===== config.mk =====
export PLATFORM = sky130hd
export DESIGN_NAME = traffic_sequencer
export DESIGN_NICKNAME = d
export VERILOG_FILES = /design/src/rtl/traffic_pkg.sv /design/src/rtl/phase_timer.sv /design/src/rtl/traffic_sequencer.sv
export SDC_FILE = /design/constraint.sdc
export NUM_CORES = 1
export LEC_CHECK = 0
export BUFFER_PORTS_ARGS = -buffer_cell sky130_fd_sc_hd__buf_2
export CAP_MARGIN = 20
export CORE_MARGIN = 2
export CORE_UTILIZATION = 47
export DETAILED_ROUTE_END_ITERATION = 10
export PLACE_DENSITY = 0.8
export SLEW_MARGIN = 15
export SYNTH_ARGS = -nofsm -noshare
export SYNTH_HDL_FRONTEND = slang
export SYNTH_SLANG_ARGS = --single-unit

===== constraint.sdc =====
create_clock -name CLK -period 4.45 [get_ports CLK]
set_input_delay 0.445 -clock CLK [delete_from_list [all_inputs] [get_ports CLK]]
set_output_delay 0.445 -clock CLK [all_outputs]
set_load 0.05 [all_outputs]

===== src/rtl/traffic_pkg.sv =====
// Shared definitions for the intersection phase controller: phase
// encoding, lamp codes and the display range limit.
package traffic_pkg;

  // Controller phases: main green/yellow, country green/yellow, night.
  typedef enum logic [2:0] {
    MG = 3'd0,
    MY = 3'd1,
    CG = 3'd2,
    CY = 3'd3,
    NT = 3'd4
  } phase_t;

  // Lamp codes, {R,Y,G} one-hot.
  localparam logic [2:0] L_RED = 3'b100;
  localparam logic [2:0] L_YEL = 3'b010;
  localparam logic [2:0] L_GRN = 3'b001;

  // Largest value the seven-segment block can decode.
  localparam int DISP_MAX = 30;

  // Remaining-seconds sum at 6 bits, truncated to the 5-bit display width.
  function automatic logic [4:0] sum5(input logic [4:0] a, input logic [4:0] b);
    logic [5:0] s;
    s = {1'b0, a} + {1'b0, b};
    return s[4:0];
  endfunction

endpackage


===== src/rtl/phase_timer.sv =====
// Loadable 5-bit seconds down-counter. It stops at 1; the owner decides
// what to load when the phase ends (expire).
module phase_timer
  import traffic_pkg::*;
#(
  parameter logic [4:0] RESET_VAL = 5'd25
) (
  input  logic       CLK,
  input  logic       RET,
  input  logic       load,
  input  logic [4:0] load_val,
  input  logic       TICK,
  output logic [4:0] count,
  output logic [4:0] count_next,
  output logic       expire
);

  // Load has priority; otherwise count down on TICK but never below 1.
  // Loads beyond the display range are clamped so the digits stay decodable.
  always_comb begin
    count_next = count;
    if (load) begin
      count_next = (load_val > 5'(DISP_MAX)) ? 5'(DISP_MAX) : load_val;
    end else if (TICK && (count > 5'd1)) begin
      count_next = count - 5'd1;
    end
  end

  assign expire = TICK && (count == 5'd1);

  // Counter register.
  always_ff @(posedge CLK or posedge RET) begin
    if (RET) begin
      count <= RESET_VAL;
    end else begin
      count <= count_next;
    end
  end

endmodule


===== src/rtl/traffic_sequencer.sv =====
// Two-road intersection phase controller. Sequences the main and country
// road lamps, produces the countdown digits and blink phase for the
// display block, extends main green until a country car is seen, and
// offers a night flashing-yellow mode.
module traffic_sequencer
  import traffic_pkg::*;
#(
  parameter int MAIN_GREEN  = 25,
  parameter int MAIN_YELLOW = 5,
  parameter int CTRY_GREEN  = 15,
  parameter int CTRY_YELLOW = 5
) (
  input  logic       CLK,
  input  logic       RET,
  input  logic       TICK,
  input  logic       HALF,
  input  logic       CAR,
  input  logic       NIGHT,
  output logic [4:0] MainNumber,
  output logic [4:0] CountryNumber,
  output logic       C,
  output logic [2:0] MainLight,
  output logic [2:0] CtryLight
);

  localparam logic [4:0] MG_LEN = 5'(MAIN_GREEN);
  localparam logic [4:0] MY_LEN = 5'(MAIN_YELLOW);
  localparam logic [4:0] CG_LEN = 5'(CTRY_GREEN);
  localparam logic [4:0] CY_LEN = 5'(CTRY_YELLOW);

  // Values shown while in reset: main green with its full time, country red.
  localparam logic [4:0] RST_MAIN = MG_LEN;
  localparam logic [4:0] RST_CTRY = sum5(MG_LEN, MY_LEN);

  phase_t     state_reg, state_next;
  logic       car_seen_reg, car_seen_next;
  logic       c_reg, c_next;

  logic       tick_run;
  logic       load;
  logic [4:0] load_val;
  logic [4:0] count;
  logic [4:0] count_next;
  logic       expire;

  logic [4:0] main_number_reg, main_number_next;
  logic [4:0] country_number_reg, country_number_next;
  logic [2:0] main_light_reg, main_light_next;
  logic [2:0] ctry_light_reg, ctry_light_next;

  // Seconds are frozen in night mode and whenever night is being requested,
  // so NIGHT always wins over a coincident TICK.
  assign tick_run = TICK && !NIGHT && (state_reg != NT);

  phase_timer #(
    .RESET_VAL (MG_LEN)
  ) u_timer (
    .CLK        (CLK),
    .RET        (RET),
    .load       (load),
    .load_val   (load_val),
    .TICK       (tick_run),
    .count      (count),
    .count_next (count_next),
    .expire     (expire)
  );

  // Next phase, timer reload, car memory and blink phase.
  always_comb begin
    state_next    = state_reg;
    load          = 1'b0;
    load_val      = MG_LEN;
    car_seen_next = car_seen_reg;
    c_next        = c_reg;

    if (NIGHT) begin
      state_next = NT;
    end else begin
      case (state_reg)
        MG: begin
          if (expire) begin
            load = 1'b1;
            if (car_seen_reg || CAR) begin
              state_next = MY;
              load_val   = MY_LEN;
            end else begin
              // No waiting car: grant main road another full green.
              load_val = MG_LEN;
            end
          end
        end
        MY: begin
          if (expire) begin
            state_next = CG;
            load       = 1'b1;
            load_val   = CG_LEN;
          end
        end
        CG: begin
          if (expire) begin
            state_next = CY;
            load       = 1'b1;
            load_val   = CY_LEN;
          end
        end
        CY: begin
          if (expire) begin
            state_next = MG;
            load       = 1'b1;
            load_val   = MG_LEN;
          end
        end
        NT: begin
          state_next = MG;
          load       = 1'b1;
          load_val   = MG_LEN;
        end
        default: begin
          state_next = MG;
          load       = 1'b1;
          load_val   = MG_LEN;
        end
      endcase
    end

    // A car is remembered while main has right of way; it is consumed when
    // the country road gets green, and forgotten when night mode ends.
    if (((state_reg == MG) || (state_reg == MY)) && CAR) begin
      car_seen_next = 1'b1;
    end
    if ((state_next == CG) && (state_reg != CG)) begin
      car_seen_next = 1'b0;
    end
    if ((state_reg == NT) && (state_next != NT)) begin
      car_seen_next = 1'b0;
    end

    // Blink phase starts "on" in every new phase; only the yellow and
    // night phases blink.
    if (state_next != state_reg) begin
      c_next = 1'b1;
    end else if ((state_reg == MY) || (state_reg == CY) || (state_reg == NT)) begin
      if (HALF) begin
        c_next = !c_reg;
      end
    end else begin
      c_next = 1'b1;
    end
  end

  // Display digits and lamps decoded from the phase and time being entered.
  always_comb begin
    main_number_next    = count_next;
    country_number_next = count_next;
    main_light_next     = L_RED;
    ctry_light_next     = L_RED;
    case (state_next)
      MG: begin
        country_number_next = sum5(count_next, MY_LEN);
        main_light_next     = L_GRN;
      end
      MY: begin
        main_light_next = L_YEL;
      end
      CG: begin
        main_number_next = sum5(count_next, CY_LEN);
        ctry_light_next  = L_GRN;
      end
      CY: begin
        ctry_light_next = L_YEL;
      end
      NT: begin
        main_number_next    = 5'd0;
        country_number_next = 5'd0;
        main_light_next     = L_YEL;
        ctry_light_next     = L_YEL;
      end
      default: begin
        main_light_next = L_RED;
      end
    endcase
  end

  // Phase, car memory, blink and registered outputs.
  always_ff @(posedge CLK or posedge RET) begin
    if (RET) begin
      state_reg          <= MG;
      car_seen_reg       <= 1'b0;
      c_reg              <= 1'b1;
      main_number_reg    <= RST_MAIN;
      country_number_reg <= RST_CTRY;
      main_light_reg     <= L_GRN;
      ctry_light_reg     <= L_RED;
    end else begin
      state_reg          <= state_next;
      car_seen_reg       <= car_seen_next;
      c_reg              <= c_next;
      main_number_reg    <= main_number_next;
      country_number_reg <= country_number_next;
      main_light_reg     <= main_light_next;
      ctry_light_reg     <= ctry_light_next;
    end
  end

  assign MainNumber    = main_number_reg;
  assign CountryNumber = country_number_reg;
  assign C             = c_reg;
  assign MainLight     = main_light_reg;
  assign CtryLight     = ctry_light_reg;

endmodule


=== Word-level counts from Yosys, hierarchy flattened ===
Index checks and enable logic that the tools add are counted.

* Add/subtract/negate cells: 2
* $lt $le $gt $ge: 2
* Equality and inequality tests: 14
* Muxes and demuxes: 29
* Reductions and logical operators: 19

{| class="wikitable"
|+ Operators by type and width
! cell !! number
|-
| 5-bit 2-to-1 mux || 8
|-
| 5-bit one-hot mux with 2 select lines || 2
|-
| 3-bit 2-to-1 mux || 6
|-
| 5-bit one-hot mux with 3 select lines || 1
|-
| 3-bit by 2-bit equality test with 1-bit output (second input constant) || 4
|-
| 3-bit one-hot mux with 2 select lines || 2
|-
| 3-bit one-hot mux with 4 select lines || 1
|-
| 1-bit 2-to-1 mux || 9
|-
| 3-bit inequality test (second input constant) || 3
|-
| 1-bit logical AND || 7
|-
| 3-bit by 1-bit equality test with 1-bit output (second input constant) || 2
|-
| 3-bit equality test (second input constant) || 2
|-
| 3-bit zero test || 2
|-
| 5-bit by 3-bit adder with 5-bit output (second input constant) || 1
|-
| 5-bit by 1-bit equality test with 1-bit output (second input constant) || 1
|-
| 5-bit by 1-bit greater-than comparator with 1-bit output (second input constant) || 1
|-
| 5-bit greater-than comparator (second input constant) || 1
|-
| 5-bit by 1-bit subtractor with 5-bit output (second input constant) || 1
|-
| 1-bit logical OR || 4
|-
| 2-bit OR reduction || 2
|-
| 4-bit OR reduction || 1
|-
| 3-bit by 2-bit inequality test with 1-bit output (second input constant) || 1
|-
| 3-bit inequality test || 1
|-
| 3-bit nonzero test || 1
|-
| 1-bit zero test || 2
|}

* Register bits after elaboration: 26
* Input port bits: 6
* Output and inout port bits: 17
* Word-level logic and storage cells: 74

=== Longest topological paths before layout ===
* Depth after elaboration: 12
* Mapped depth: 11

=== Cells and area by module ===
From an unflattened synthesis, not the netlist that was laid out.

* Cell total of the unflattened synthesis: 146
* Area total of the unflattened synthesis: 1544.0 um2

{| class="wikitable"
|+ Modules (own cells, without submodules)
! module !! instances !! cells each !! area each (um2) !! seq. area each (um2)
|-
| traffic_sequencer || 1 || 103 || 1132.3 || 538.0
|-
| phase_timer || 1 || 43 || 411.6 || 128.9
|}

=== Least setup slack after synthesis ===
No wires, ideal clock.

* Path kind: register to register
* Start point: reg u_timer.count[1]
* End point: reg country_number_reg[4], in the netlist CountryNumber[4]
* Setup time: 0.085 ns
* Data arrival time: 2.496 ns
* Data required time: 4.365 ns
* Slack: 1.869 ns
* Cell stages (with the launch flop): 12
* Cell sequence: dfrtp_1 inv_1 ha_1 o21bai_1 a2111oi_2 nand2_1 o211ai_1 o21ai_0 ha_1 a221oi_2 nor3_1 mux2_1

* Cells in the longest elaborated chain, start to end: 10
* Elaborated cells on any way between the ends: 27
* Those cells by class: add/sub (2); order compare (2); eq/ne (2); mux (18); reduce/logical (3)

{| class="wikitable"
|+ Ends and longest elaborated chain
! what !! line !! text
|-
| start: declaration || phase_timer.sv:13 || <nowiki>output logic [4:0] count,</nowiki>
|-
| start signal: assignment || phase_timer.sv:36 || <nowiki>count <= count_next;</nowiki>
|-
| 5-bit by 1-bit equality test with 1-bit output || phase_timer.sv:29 || <nowiki>assign expire = TICK && (count == 5'd1);</nowiki>
|-
| 1-bit logical AND || phase_timer.sv:29 ||
|-
| 5-bit 2-to-1 mux (on tied branches) || traffic_sequencer.sv:81, traffic_sequencer.sv:93, traffic_sequencer.sv:100 ||
|-
| 5-bit one-hot mux with 3 select lines || traffic_sequencer.sv:79 || <nowiki>case (state_reg)</nowiki>
|-
| 5-bit 2-to-1 mux || traffic_sequencer.sv:76 || <nowiki>if (NIGHT) begin</nowiki>
|-
| 5-bit greater-than comparator || phase_timer.sv:23 || <nowiki>count_next = (load_val > 5'(DISP_MAX)) ? 5'(DISP_MAX) : load_val;</nowiki>
|-
| 5-bit 2-to-1 mux || phase_timer.sv:23 ||
|-
| 5-bit 2-to-1 mux (*) || phase_timer.sv:22 || <nowiki>if (load) begin</nowiki>
|-
| via count_next[1] || traffic_sequencer.sv:43 || <nowiki>logic [4:0] count_next;</nowiki>
|-
| 5-bit by 3-bit adder with 5-bit output (*) || traffic_pkg.sv:25 || <nowiki>s = {1'b0, a} + {1'b0, b};</nowiki>
|-
| 5-bit one-hot mux with 2 select lines (*) || traffic_sequencer.sv:157 || <nowiki>case (state_next)</nowiki>
|-
| via country_number_next[4] || traffic_sequencer.sv:47 || <nowiki>logic [4:0] country_number_reg, country_number_next;</nowiki>
|-
| end signal: assignment || traffic_sequencer.sv:199 || <nowiki>country_number_reg <= country_number_next;</nowiki>
|-
| end: declaration || traffic_sequencer.sv:47 ||
|}

The timed path passes the listed nets; every way through them passes the cells marked *.
A chain may end at the register's enable or synchronous reset.

=== Final worst setup path ===
Same ends and word-level chain as after synthesis.

==> results.py <==
metrics = {
    "clock_network": {
        "post-cts-setup-buffer-count": 0,
        "cts_resized": 0,
        "cts_num_sinks": 26,
        "clockRootBuffer": "clkbuf_4",
        "cts_max_path_buffers": 2,
        "cts_hold_buffers": 0,
        "htreeDepth": 1,
        "clk_latency_ns": 0.32,
        "cts_tree": "yes",
        "cts_buffers": 3,
        "cts.clk_slew.worst_paths_ns": 0.14,
    },
    "timing": {
        "drv_slew": 0,
        "period_share": 0.670,
        "rsz0062_at_grt": "false",
        "hold_viol_final": 0,
        "max_freq_mhz": 335,
        "finClkSkew_ns": 0.00998,
        "timing.hold.ws_ns": 0.309,
        "final-setup-viol-count": 0,
        "tightest_slew_ns": 0.941,
        "finalSetupTns_ns": 0,
        "relSlewSlack": 0.372,
        "min_period_ns": 2.98,
    },
    "global_routing": {
        "grt_pass1_wl_um": 5200,
        "grt_max_degree": 27,
        "grt_pass1_vias": 1141,
        "antenna_found_initial": 0,
        "grtUsageTotal": 0.192,
        "grt_overflow": 0,
    },
    "worst_setup_path": {
        "cp.required_ns": 4.72,
        "cp_slowest_cell": "a2111oi_2",
        "worst_ep_arrival_time_ns": 3.25,
        "r2r_cells": 11,
        "worst_path_most_repeated_cell": "ha_1",
        "critPathMaxFanout": 4,
        "slowest_delay_ns": 0.53,
        "cp_cell_sequence": "inv_1, ha_1, o21bai_1, a2111oi_2, nand2_1, o211ai_1, o21ai_0, ha_1, a221oi_2, nor3_1, mux2_1",
        "end_kind": "register",
        "worst_setup_path_start_kind": "register",
        "rr_startpoint": "u_timer.count[1]",
        "r2r_slack_ns": 1.47,
        "r2r-end": "CountryNumber[4]",
        "crit_type": "reg2reg",
    },
    "layout": {
        "syn2layout_area_growth_pct": 11.8,
        "n_antenna_cell": 0,
        "layout_common_cells": "buf_2 (22), dfstp_2 (13), dfrtp_1 (13)",
        "layout_commonest_cell": "buf_2",
        "final_util": 0.547,
        "fin_nets": 172,
        "drive_gt1_frac": 0.327,
        "final_area_mm2": 0.00166,
    },
    "floorplanning": {
        "die_h_um": 60.1,
        "top_level_ports": 23,
        "coreArea_mm2": 0.00303,
        "die_w_um": 60.1,
        "initial_utilization": 0.489,
        "std_cell_rows": 20,
        "dieArea_mm2": 0.00362,
    },
    "synth": {
        "yosysTopAreaCellShare": 0.231,
        "synth_ff_type": "dfstp_2",
        "synthArstFlopShare": 1.00,
        "ys_top_cells_by_area": "dfstp_2 (23%), dfrtp_1 (22%), a21oi_1 (3.0%)",
        "synthesis.area_mm2": 0.00148,
        "synth_top_cell_by_area": "dfstp_2",
        "postSynthAreaPerCell_um2": 10.4,
        "ys_seq_elements": 26,
        "synth.distinct_cells": 52,
        "synth_edf_count": 0,
        "synthCells": 143,
        "syn_nets": 152,
        "yosysWarningCount": 0,
        "seq_area_frac_synth": 0.450,
    },
    "drt": {
        "dr.first_iter.drc_count": 31,
        "drtAntennaViolNets": 0,
        "drcViolationCount": 0,
        "vias": 1174,
        "avgViaCountPerCell": 5.70,
        "wirelength_um": 3120,
        "wl_per_cell_um": 15.1,
        "dr.pass1.iters": 4,
    },
    "worst_hold_path": {
        "hold_path_class": "in2async",
    },
    "place": {
        "port_buffers": 22,
        "dp_hpwl_um": 2270,
        "finalWeightedCongestion": 0.924,
        "post_dp_cell_area_mm2": 0.00160,
    },
    "pwr": {
        "power_density_mw_per_mm2": 370,
        "ir_worst_vdd_uv": 295,
        "p_leak_nw": 0.716,
    },
    "job": {
        "maxCapViolCount": 0,
    },
    "status": {
        "status": "complete, no violations",
    },
}
[metal layers]
metal | wire, um | vias up | GRT usage
met1 | 1340 | 572 | 0.256
met5 | 0 | - | 0
met3 | 138 | 6 | 0.0152
met4 | 46 | 0 | 0.0730
met2 | 1590 | 39 | 0.325
li1 | - | 557 | -
[Yosys cell counts (2+ instances only)]
cell and number:
nor2b_1 4, buf_6 2, a21o_1 2, dfrtp_1 13, inv_1 6, nand2_1 10, and3_1 2, a21oi_1 9
nand3b_1 3, clkbuf_1 4, o21ai_1 2, ha_1 3, xnor2_1 3, or4b_1 2, or3_1 3, dfstp_2 13
nor2_1 11, mux2_2 2, nand3_1 6, o21bai_1 2, mux2_1 2, o21ai_0 4, nor3_1 6
[logic make-up after synthesis]
| group | synth area share |
|---|---|
| buf+inv | 0.0464 |
| xor+xnor | 0.0177 |
| compound gates | 0.201 |
| mux | 0.0372 |
| flops | 0.450 |
| simple gates | 0.222 |
| fa+ha+maj | 0.0253 |
[layout make-up]
class | instances | area [um^2]
clock inverter | 1 | 30.0
clock buffer | 3 | 22.5
fill | 259 | 1370
timing repair buffer | 22 | 110
tap | 44 | 55.1
inverter | 7 | 26.3
sequential | 26 | 667
multi-input combinational | 103 | 746
[how the worst max path moves through the flow]
stage,startpoint,end,cells past startpoint
after floorplan,u_timer.count[1],CountryNumber[4],11
after global placement,u_timer.count[1],CountryNumber[4],10
after detailed placement,u_timer.count[1],CountryNumber[4],11
after CTS,u_timer.count[1],CountryNumber[4],11
after global routing,u_timer.count[1],CountryNumber[4],11
final,u_timer.count[1],CountryNumber[4],11
[metrics by stage]
stage	total power, mW	cells	worst slack (ns)
finish	0.613	206	1.47
global route	0.640	206	1.20
CTS	0.616	206	1.47
detailed placement	0.457	202	1.51
global placement	0.451	202	1.57
floorplan	0.420	143	1.87
[report_power, final]
group	leakage [nW]	internal [mW]	switching [mW]	total [mW]
clock	0.0279	0.0911	0.0680	0.159
combinational	0.382	0.0525	0.118	0.171
sequential	0.307	0.268	0.0157	0.283
total	0.716	0.411	0.202	0.613
[critical path, delay by kind of cell, from the launching register on]
family,cells,cell delay [ns]
flip-flops,1,0.42
adder cells (fa/ha/maj),2,0.53
multiplexers,1,0.33
AO/OA/AOI/OAI,5,1.36
AND/OR/NAND/NOR,2,0.21
buffers and inverters,1,0.09
(Power assumes the default switching activity.)
